**config.mk**
```make
export PLATFORM = sky130hd
export DESIGN_NAME = frogger_game_seq
export DESIGN_NICKNAME = d
export VERILOG_FILES = /design/src/rtl/frogger_game_seq.sv
export SDC_FILE = /design/constraint.sdc
export NUM_CORES = 1
export LEC_CHECK = 0
export ABC_AREA = 1
export CAP_MARGIN = 0
export CORE_ASPECT_RATIO = 0.5
export CORE_MARGIN = 2
export CORE_UTILIZATION = 45
export DETAILED_ROUTE_END_ITERATION = 10
export GPL_ROUTABILITY_DRIVEN = 0
export PLACE_DENSITY = 0.71
export RECOVER_POWER = 25
export SYNTH_ARGS = -nofsm -noshare
export SYNTH_HDL_FRONTEND = slang
export SYNTH_SLANG_ARGS = --single-unit
```
**constraint.sdc**
```tcl
create_clock -name i_Clk -period 4 [get_ports i_Clk]
set_input_delay 1.2 -clock i_Clk [delete_from_list [all_inputs] [get_ports i_Clk]]
set_output_delay 1.2 -clock i_Clk [all_outputs]
set_load 0.02 [all_outputs]
```
**src/rtl/frogger_game_seq.sv**
```systemverilog
// ============================================================================
// frogger_game_seq : round sequencer (idle/play/dying/scored/game over) with
// lives, score, level and optional round timer (FROGGER_TIMER_EN).
// Revision: 1.0
// ============================================================================
`default_nettype none

module frogger_game_seq #(
  parameter int unsigned FRAMES_PER_SEC = 60,
  parameter int unsigned ROUND_SECONDS  = 30,
  parameter int unsigned DEATH_FRAMES   = 90,
  parameter int unsigned SCORE_FRAMES   = 45,
  parameter int unsigned START_LIVES    = 3,
  parameter int unsigned LEVEL_GOALS    = 5
) (
  input  logic       i_Clk,
  input  logic       i_Rst,
  input  logic       i_Start,
  input  logic       i_Frame_Tick,
  input  logic       i_Collision,
  input  logic       i_Goal,
  output logic [2:0] o_State,
  output logic       o_Game_Active,
  output logic       o_Frog_Reset,
  output logic [1:0] o_Lives,
  output logic [6:0] o_Score,
  output logic [2:0] o_Level,
  output logic [5:0] o_Time_Left
);

  typedef enum logic [2:0] {
    S_IDLE   = 3'd0,
    S_PLAY   = 3'd1,
    S_DYING  = 3'd2,
    S_SCORED = 3'd3,
    S_OVER   = 3'd4
  } state_e;

  localparam logic [1:0] C_START_LIVES = 2'(START_LIVES);
  localparam logic [2:0] C_GOAL_LAST   = 3'(LEVEL_GOALS - 1);
  localparam logic [7:0] C_DEATH_LAST  = 8'(DEATH_FRAMES - 1);
  localparam logic [7:0] C_SCORE_LAST  = 8'(SCORE_FRAMES - 1);
  localparam logic [6:0] C_SCORE_MAX   = 7'd99;
  localparam logic [2:0] C_LEVEL_MAX   = 3'd7;

  state_e     state_q;
  logic [1:0] lives_q;
  logic [6:0] score_q;
  logic [2:0] level_q;
  logic [2:0] goals_q;
  logic [7:0] hold_q;
  logic       frog_reset_q;
  logic       active_q;
  logic       start_q;
  logic       armed_q;

  logic       w_start_edge;
  logic       w_hold_done;
  logic       w_play_entry;
  logic       w_timeout;

  // armed_q blocks a start level that was already high when reset released
  assign w_start_edge = i_Start & ~start_q & armed_q;
  assign w_hold_done  = i_Frame_Tick &
                        (hold_q == ((state_q == S_DYING) ? C_DEATH_LAST : C_SCORE_LAST));
  assign w_play_entry = (((state_q == S_IDLE) || (state_q == S_OVER)) & w_start_edge) |
                        ((state_q == S_DYING) & w_hold_done & (lives_q != 2'd0)) |
                        ((state_q == S_SCORED) & w_hold_done);

`ifdef FROGGER_TIMER_EN
  localparam int unsigned FRAME_W = (FRAMES_PER_SEC > 1) ? $clog2(FRAMES_PER_SEC) : 1;
  localparam logic [FRAME_W-1:0] C_FRAME_LAST = FRAME_W'(FRAMES_PER_SEC - 1);
  localparam logic [5:0]         C_ROUND_SECS = 6'(ROUND_SECONDS);

  logic [5:0]         time_q;
  logic [FRAME_W-1:0] frame_q;

  always_ff @(posedge i_Clk or posedge i_Rst) begin
    if (i_Rst) begin
      time_q  <= '0;
      frame_q <= '0;
    end else if (w_play_entry) begin
      time_q  <= C_ROUND_SECS;
      frame_q <= '0;
    end else if ((state_q == S_PLAY) && i_Frame_Tick) begin
      if (frame_q == C_FRAME_LAST) begin
        frame_q <= '0;
        if (time_q != 6'd0) time_q <= time_q - 6'd1;
      end else begin
        frame_q <= frame_q + 1'b1;
      end
    end
  end

  assign w_timeout   = (state_q == S_PLAY) && (time_q == 6'd0);
  assign o_Time_Left = time_q;
`else
  logic w_unused_timer_cfg;
  assign w_unused_timer_cfg = ^{6'(ROUND_SECONDS), 8'(FRAMES_PER_SEC)};
  assign w_timeout   = 1'b0;
  assign o_Time_Left = 6'd0;
`endif

  always_ff @(posedge i_Clk or posedge i_Rst) begin
    if (i_Rst) begin
      state_q      <= S_IDLE;
      lives_q      <= '0;
      score_q      <= '0;
      level_q      <= '0;
      goals_q      <= '0;
      hold_q       <= '0;
      frog_reset_q <= 1'b0;
      active_q     <= 1'b0;
      start_q      <= 1'b0;
      armed_q      <= 1'b0;
    end else begin
      start_q      <= i_Start;
      armed_q      <= armed_q | ~i_Start;
      frog_reset_q <= w_play_entry;
      case (state_q)
        S_IDLE, S_OVER: begin
          if (w_start_edge) begin
            state_q  <= S_PLAY;
            active_q <= 1'b1;
            lives_q  <= C_START_LIVES;
            score_q  <= '0;
            level_q  <= '0;
            goals_q  <= '0;
          end
        end
        S_PLAY: begin
          // collision outranks timeout, which outranks goal
          if (i_Collision || w_timeout) begin
            state_q  <= S_DYING;
            active_q <= 1'b0;
            hold_q   <= '0;
            if (lives_q != 2'd0) lives_q <= lives_q - 2'd1;
          end else if (i_Goal) begin
            state_q  <= S_SCORED;
            active_q <= 1'b0;
            hold_q   <= '0;
            if (score_q != C_SCORE_MAX) score_q <= score_q + 7'd1;
            if (goals_q == C_GOAL_LAST) begin
              goals_q <= '0;
              if (level_q != C_LEVEL_MAX) level_q <= level_q + 3'd1;
            end else begin
              goals_q <= goals_q + 3'd1;
            end
          end
        end
        S_DYING: begin
          if (w_hold_done) begin
            if (lives_q == 2'd0) begin
              state_q <= S_OVER;
            end else begin
              state_q  <= S_PLAY;
              active_q <= 1'b1;
            end
          end else if (i_Frame_Tick) begin
            hold_q <= hold_q + 8'd1;
          end
        end
        S_SCORED: begin
          if (w_hold_done) begin
            state_q  <= S_PLAY;
            active_q <= 1'b1;
          end else if (i_Frame_Tick) begin
            hold_q <= hold_q + 8'd1;
          end
        end
        default: begin
          state_q  <= S_IDLE;
          active_q <= 1'b0;
        end
      endcase
    end
  end

  assign o_State       = state_q;
  assign o_Game_Active = active_q;
  assign o_Frog_Reset  = frog_reset_q;
  assign o_Lives       = lives_q;
  assign o_Score       = score_q;
  assign o_Level       = level_q;

endmodule

`default_nettype wire

```
## After elaboration in Yosys (flattened, before gate mapping)

Index checks and enable logic that the tools add are counted.
Widths: inputs -> output; s select.

| storage, ports and cells | value |
|---|---|
| register bits | 30 |
| input bits | 6 |
| logic and storage cells | 103 |

| cells by class | value |
|---|---|
| add/subtract/negate cells | 5 |
| eq/ne operators | 22 |
| multiplexer cells | 39 |
| bitwise operators | 12 |
| reduce and logical (&&, ||, !) cells | 15 |

Operators by type and width:

| cell | number |
|---|---|
| $mux 3 | 14 |
| $mux 7 | 5 |
| $mux 8 | 4 |
| $ne 2x2->1 const B | 12 |
| $pmux 8 s2 | 1 |
| $reduce_and 4->1 | 4 |
| $pmux 7 s2 | 1 |
| $pmux 3 s2 | 2 |
| $pmux 3 s4 | 1 |
| $reduce_and 5->1 | 2 |
| $add 8x1->8 const B | 1 |
| $eq 8x7->1 | 1 |
| $add 7x1->7 const B | 1 |
| $and 1x1->1 | 7 |
| $ne 7x7->1 const B | 1 |
| $add 3x1->3 const B | 2 |
| $eq 3x2->1 const B | 2 |
| $eq 3x3->1 const B | 2 |
| $mux 1 | 6 |
| $mux 2 | 3 |
| $ne 3x3->1 const B | 2 |
| $reduce_and 6->1 | 1 |
| $reduce_bool 2->1 | 3 |
| $pmux 1 s4 | 1 |
| other kinds (10) | 14 |

## Depth between registers and ports, before layout

Gate-level depths: netlist of run 1.

| depth | value |
|---|---|
| depth after elaboration | 8 |
| depth in mapped cells | 11 |

## Worst setup path before layout of run 1

Ideal clock, no wire load.

| timing path | value |
|---|---|
| path type | input -> register |
| from | input i_Collision |
| to | register hold_q[2] |
| data arrival time | 1.888 ns |
| required time | 3.883 ns |
| setup slack | 1.995 ns |
| stages | 6 |
| cells stage by stage | nor2_1 -> nand2_1 -> nand2_1 -> nand2_2 -> nand3_1 -> nand2_1 |

| on the way | value |
|---|---|
| longest elaborated chain between the ends | 2 |

RTL lines:

| what | RTL line | source |
|---|---|---|
| start, declared | 20 | `input logic i_Collision,` |
| $ne 3x3->1 (no line) or $mux 8 (tied branches) | - |  |
| $reduce_and 4->1 (no line) or $pmux 8 s2 (tied branches) | - |  |
| end signal, assigned | 160 | `hold_q <= hold_q + 8'd1;` |
| end signal, assigned | 168 | `hold_q <= hold_q + 8'd1;` |
| end, declared | 51 | `logic [7:0] hold_q;` |

Several ways; a longest one is shown, not always the timed one.
A chain may end at the register's enable or synchronous reset.

==> impl_summary.txt, run 1 <==
----------------------------------------------------
[Run status]
  Status ... complete, but fails checks
  Violations in the final reports ... max-capacitance violations, max-slew violations

[Layout]
  Area added between synthesis and finish ... 18.52%
  Post-layout net count ... 269
  Fraction of final layout cells sized beyond drive strength 1 ... 7.031%
  Fillers ... 333
  Antenna cells ... 0

[Worst setup path]
  Startpoint-to-endpoint class of the critical path ... in -> async
  Worst path slowest cell ... clkbuf_1
  Number of buffers and inverters on the critical path ... 3
  Arrival time reported for the critical path endpoint ... 2.97 ns
  Kind of capture point of the worst setup path ... async pin
  Kind of start point of the critical path ... primary input
  Maximum fanout encountered on the critical timing path ... 30
  Worst-path cell chain ... dlygate4sd3_1 -> inv_1 -> clkbuf_1
  Delay contributed by the slowest stage of the critical path ... 1.17 ns
  Req. time, crit path ... 4.09 ns
  Cell family with the largest share of critical-path delay ... buffers and inverters

[Synth]
  Dominant register cell in the synthesized netlist ... dfrtp_1
  Library cell occupying the most area in the post-synthesis netlist ... dfrtp_1
  Leading cell types by total area after synthesis ... dfrtp_1 (43%), nand2_1 (13%), nand3_1 (5.7%), inv_1 (5.6%), ha_1 (5.0%)
  Top cell type's share of synthesized area ... 42.74%
  Sequential area share after synthesis ... 42.74%
  Post-synth design cell area ... 1757 µm²
  Number of enable-type register cells in the synthesized netlist ... 0
  Post-synth ARST share ... 100.0%
  Yosys warns ... 0
  Commonest cells in the synthesized netlist ... nand2_1 (59), dfrtp_1 (30), inv_1 (26)
  Post-synthesis average cell area ... 7.671 µm²
  Most frequent cell after synthesis ... nand2_1
  Gate Count Post-Synth ... 229
  Number of distinct standard cells referenced by the synthesized netlist ... 28
  Register bit count reported by yosys ... 30

[Place]
  PortBufs ... 22
  Setup slack after placement ... 1.300 ns
  HPWL Detailed ... 2563 µm

[Route]
  Post-detailed-route count of antenna-violating nets ... 0
  Vias per inst ... 4.840
  Final routed DRC violation total ... 0
  Number of vias after detailed routing ... 1486
  Drt total wl ... 3544 µm
  Number of design-rule violations left by the first detailed-router iteration ... 44
  Post-DR wirelength/cell ... 11.54 µm
  First-pass iteration count of the detailed router ... 4

[Clock tree]
  Post-CTS repair timing setup buffer count ... 0
  Source-to-sink clock delay at the later pin of the worst-skew pair ... 0.28 ns
  Hold buffer count at CTS ... 0
  Clock tree from TritonCTS ... done
  Number of CTS-inserted buffers ... 5
  Number of gates resized after cts ... 0
  Clock root cell ... clkbuf_8
  Maximum root-to-sink buffer count ... 2
  Number of clock sinks ... 30
  Number of H-tree levels ... 2
  Clock slew at reported path FFs ... 0.06 ns

[Timing]
  Slew Limit Fails ... 31
  Total negative slack for setup checks ... 0 ns
  Final setup vio count ... 0
  Max Clock Skew ... 0.009133 ns
  Min cycle time layout ... 2.884 ns
  Setup repair after global routing missed its margin ... no
  Headroom to the max-slew limit ... -8.859%
  Final-report hold violation count ... 0
  Timing-limited maximum frequency ... 346.7 MHz
  Ratio of final minimum period to clock period ... 72.10%
  Worst setup slack after layout ... 1.116 ns
  Least-Margin Pin Slew ... 1.633 ns

[Global route]
  Total global routing track utilization ... 16.96%
  Number of global-route vias before repair ... 1231
  Overflow after GRT ... 0
  Wire length of the first global-routing pass ... 5589 µm
  Largest net degree at the start of global routing ... 31
  Number of antenna violations at the first check in global routing ... 0

[Power]
  Leakage power summed over all cells ... 0.9887 nW
  Sw power ... 0.4482 mW
  Peak supply drop ... 0.0002054 V
  Flop pwr share ... 40.3%
  Switching fraction of total power ... 40.26%
  Ratio of total power to cell area ... 534.7 nW/µm²
  Logic pwr share ... 39.4%
  Clock share of power ... 20.3%
  Internal Power ... 0.6651 mW

[Floorplanning]
  Area of the die ... 4450 µm²
  Std-Cell Core Area ... 3585 µm²
  Number of placement rows ... 15
  Die width ... 92.36 µm
  Die H ... 48.18 µm
  Count of pins on the block boundary ... 29
  Initial standard-cell utilization of the core ... 49.01%

[Worst hold path]
  Path type of the worst min-delay path ... reg -> reg

[Run]
  Maximum capacitance violations ... 1

----------------------------------------------------
## state kept, by name, indices dropped and copies added (netlist names)
register / cells
hold_q: 8
o_Score: 7
goals_q: 3
o_Level: 3
o_State: 3
o_Lives: 2
armed_q: 1
o_Frog_Reset: 1
o_Game_Active: 1
start_q: 1
## metal layers
metal	vias to the layer above	routed length, µm	global-route usage, %
li1	775	-	-
met1	674	1783	22.64
met2	33	1557	26.57
met3	4	161	4.791
met4	0	42	8.060
met5	-	0	0
## power by group through the flow
| stage | clock network [mW] | logic, mW | registers, mW |
|---|---|---|---|
| 2_1_floorplan | 0 | 0.266 | 0.482 |
| 3_3_place_gp | 0 | 0.433 | 0.451 |
| 3_5_place_dp | 0 | 0.440 | 0.453 |
| 4_1_cts | 0.233 | 0.442 | 0.448 |
| 5_1_grt | 0.248 | 0.491 | 0.460 |
| 6_report | 0.226 | 0.439 | 0.449 |
## layout by cell type, fill, tap and decap left out, drive strengths merged
| master | n |
|---|---|
| o21ai | 19 |
| inv | 30 |
| a31oi | 1 |
| dlygate4sd3 | 2 |
| a211oi | 1 |
| clkdlybuf4s50 | 20 |
| a21oi | 4 |
| o31ai | 3 |
| and3 | 1 |
| nand4 | 3 |
| nor2 | 24 |
| dfrtp | 30 |
| ha | 7 |
| xnor2 | 1 |
| nand3 | 22 |
| nor3b | 1 |
| clkbuf | 8 |
| conb | 6 |
| nand2 | 63 |
| xor2 | 7 |
| nor3 | 3 |
## kinds of logic (layout without fill, tap and decap cells)
group / after synthesis / after routing / share of synthesized area, %
other cells: 1 / 6 / 0.2135
xor+xnor: 8 / 8 / 3.989
fa+ha+maj: 7 / 7 / 4.986
flops: 30 / 30 / 42.74
simple gates: 117 / 117 / 29.56
buf+inv: 38 / 60 / 9.686
compound gates: 28 / 28 / 8.832
## through the flow
step / utilization (%) / instances / area [µm²] / power, mW / hold slack [ns]
after floorplan: - / 234 / 1775 / 0.7484 / 0.4269
after global placement: 56.06 / 300 / 2009 / 0.8838 / 0.4403
after detailed placement: 56.06 / 300 / 2009 / 0.8930 / 0.4736
after CTS: 58.18 / 307 / 2086 / 1.123 / 0.4900
after global routing: 58.08 / 307 / 2082 / 1.199 / 0.4982
final: 58.08 / 307 / 2082 / 1.113 / 0.4837
## layout make-up
cell class                      count  area (µm²)  share of cell area (%)
Sequential cell                    30       750.7                   36.06
Timing Repair Buffer               23       224.0                   10.76
Multi-Input combinational cell    166       854.6                   41.05
Clock buffer                        7       76.32                   3.666
Tap cell                           51       63.81                   3.065
Inverter                           30       112.6                   5.409
## final timing paths
path	slack, ns	end	startpoint	depth (start not counted)
min reg2reg	0.48	armed_q	armed_q	2
max	1.12	goals_q[1]	i_Rst	3
min	0.48	armed_q	armed_q	2
max in group i_Clk	1.41	o_Score[4]	o_Score[4]	1
max reg2reg	2.21	hold_q[3]	o_State[2]	8
min in group asynchronous	1.93	o_State[0]	i_Rst	3
## worst register-to-register path, stage by stage, from the launching register on
cell,delay (ns)
dfrtp_1,0.41
inv_2,0.10
nand3_2,0.22
nor2_1,0.24
nand2_1,0.14
nand2_1,0.22
nand2_2,0.18
nand2_1,0.10
o21ai_1,0.06
Power figures use the tool's default switching activity.
==> run 2, diff against run 1 <==
Clock period 4 ns to 2.9 ns, I/O delays scaled along.
==> run 2 against run 1 <==
Clock-buffer cell count fell by 1. The run now ends clean. Via count down 0.74%. Register-to-register slack got worse by 1.1 ns. Largest cell class unchanged. Sequential power up 38%. First-iteration DRC count up 52%. Global-route usage hardly changed.
==> impl_summary.txt, run 2 (same netlist as run 1, synthesis figures left out) <==
----------------------------------------------------
[Run status]
  Status ... finished, final reports clean

[Power]
  Leakage power summed over all cells ... 0.9971 nW (+0.85%)
  Peak supply drop ... 0.0003017 V (+47%)
  Ratio of total power to cell area ... 739.7 nW/µm² (+38%)

[Clock tree]
  Number of CTS-inserted buffers ... 5 (unchanged)
  Clock root cell ... clkbuf_8
  Clock tree from TritonCTS ... done
  Post-CTS repair timing setup buffer count ... 0 (unchanged)
  Number of H-tree levels ... 2 (unchanged)
  Clock slew at reported path FFs ... 0.06 ns (about the same)
  Maximum root-to-sink buffer count ... 2 (unchanged)
  Hold buffer count at CTS ... 0 (unchanged)
  Number of clock sinks ... 30 (unchanged)
  Source-to-sink clock delay at the later pin of the worst-skew pair ... 0.27 ns (about the same)
  Number of gates resized after cts ... 0 (unchanged)

[Worst setup path]
  Kind of capture point of the worst setup path ... output pin
  Worst-case reg-to-reg path depth ... 8 (unchanged)
  Startpoint-to-endpoint class of the critical path ... reg -> out
  Maximum fanout encountered on the critical timing path ... 6 (-80%)
  RR Endpoint ... hold_q[7]
  Worst-path cell chain ... clkdlybuf4s50_1
  Arrival time reported for the critical path endpoint ... 1.38 ns (-1.59 ns)
  Cell family with the largest share of critical-path delay ... buffers and inverters
  Reg-to-reg critical path startpoint ... o_State[2]
  Delay contributed by the slowest stage of the critical path ... 0.65 ns (-0.52 ns)
  Number of buffers and inverters on the critical path ... 1 (-2)
  Reg2Reg Setup Slack ... 1.12 ns (-1.09 ns)
  Kind of start point of the critical path ... register
  Req. time, crit path ... 2.03 ns (-2.06 ns)
  Worst path slowest cell ... clkdlybuf4s50_1

[Layout]
  Flip-flop count of the largest register, all copies and words added ... 8 (unchanged)
  Commonest non-fill, non-tap cell in the layout ... nand2_1
  Biggest register ... hold_q
  Post-layout net count ... 269 (unchanged)
  Antenna cells ... 0 (unchanged)
  Area added between synthesis and finish ... 19.09%
  Fraction of final layout cells sized beyond drive strength 1 ... 7.843% (+0.81 points)
  Count of non-filler cells in the finished layout ... 306 (-0.33%)
  Top library cells by usage in the layout, fill and taps aside ... nand2_1 (59), dfrtp_1 (30), inv_1 (26)

[Timing]
  Setup repair after global routing missed its margin ... no
  Final-report hold violation count ... 0 (unchanged)
  Ratio of final minimum period to clock period ... 77.60%
  Min cycle time layout ... 2.250 ns
  Final setup vio count ... 0 (unchanged)
  Timing-limited maximum frequency ... 444.4 MHz
  Max Clock Skew ... 0.004154 ns (-0.004979 ns)
  Total negative slack for setup checks ... 0 ns (unchanged)
  Slew Limit Fails ... 0 (-100%)

[Floorplanning]
  Die H ... 48.18 µm (unchanged)
  Count of pins on the block boundary ... 29 (unchanged)
  Area of the die ... 4450 µm² (unchanged)
  Std-Cell Core Area ... 3585 µm² (unchanged)
  Number of placement rows ... 15 (unchanged)
  Die width ... 92.36 µm (unchanged)
  Initial standard-cell utilization of the core ... 49.01% (unchanged)

[Worst hold path]
  Worst hold path startpoint ... armed_q
  Capture endpoint of the worst hold path ... armed_q
  Path type of the worst min-delay path ... reg -> reg
  Worst hold stages ... 2 (unchanged)

[Global route]
  Number of global-route vias before repair ... 1280 (+4.0%)
  Wire length of the first global-routing pass ... 5671 µm (+1.5%)
  Overflow after GRT ... 0 (unchanged)
  Number of antenna violations at the first check in global routing ... 0 (unchanged)
  Total global routing track utilization ... 16.92% (-0.035 points)
  Largest net degree at the start of global routing ... 31 (unchanged)

[Route]
  First-pass iteration count of the detailed router ... 4 (unchanged)
  Number of design-rule violations left by the first detailed-router iteration ... 67 (+52%)
  Vias per inst ... 4.820 (-0.42%)
  Post-DR wirelength/cell ... 11.14 µm (-3.5%)
  Number of vias after detailed routing ... 1475 (-0.74%)
  Post-detailed-route count of antenna-violating nets ... 0 (unchanged)
  Drt total wl ... 3409 µm (-3.8%)
  Final routed DRC violation total ... 0 (unchanged)

[Place]
  HPWL Detailed ... 2550 µm (-0.52%)
  Cells after DPL ... 300 (unchanged)
  PortBufs ... 22 (unchanged)

[Run]
  Maximum capacitance violations ... 0 (-1)

----------------------------------------------------
-- run 2: changes by cell type in the layout (fill, tap and decap cells not counted) --
cell      delta
clkbuf_1     -3
buf_4        +1
clkbuf_8     +1
-- run 2: where the power goes --
part           switching, mW  internal, mW
Sequential            0.0994         0.519
Clock                  0.141         0.183
Combinational          0.371         0.234
Total                  0.611         0.936
-- run 2: layout make-up --
class                      instances  area, µm²
fill                             316       1493
multi-input combinational        166      854.6
sequential                        30      750.7
timing repair buffer              23      227.7
inverter                          30      112.6
clock buffer                       6      82.58
tap                               51      63.81
-- run 2: how the worst max path moves through the flow --
stage,startpoint,endpoint,slack [ns],depth (start not counted)
3_3_place_gp,i_Start,o_Score[0],0.57,9
6_report,o_Score[4],o_Score[4],0.65,1
5_1_grt,o_Score[4],o_Score[4],0.60,1
2_1_floorplan,i_Collision,hold_q[2],1.22,6
3_5_place_dp,i_Start,o_Score[0],0.54,9
4_1_cts,o_Score[4],o_Score[4],0.63,1
-- run 2: per-layer routing --
layer,GRT usage (%),share of wire [%]
met4,6.567,0.91
met5,0,0
met1,22.00,52
met3,4.328,3.8
met2,28.61,44
-- run 2: stage by stage --
stage | hold WS, ns | total power, mW | setup slack [ns] | utilization [%] | area [µm²]
2_1_floorplan | 0.4269 | 1.032 | 1.225 | - | 1775
3_3_place_gp | 0.4401 | 1.219 | 0.5708 | 56.06 | 2009
3_5_place_dp | 0.4441 | 1.235 | 0.5391 | 56.06 | 2009
4_1_cts | 0.4590 | 1.568 | 0.6309 | 58.36 | 2092
5_1_grt | 0.4830 | 1.670 | 0.6025 | 58.36 | 2092
6_report | 0.4540 | 1.548 | 0.6496 | 58.36 | 2092
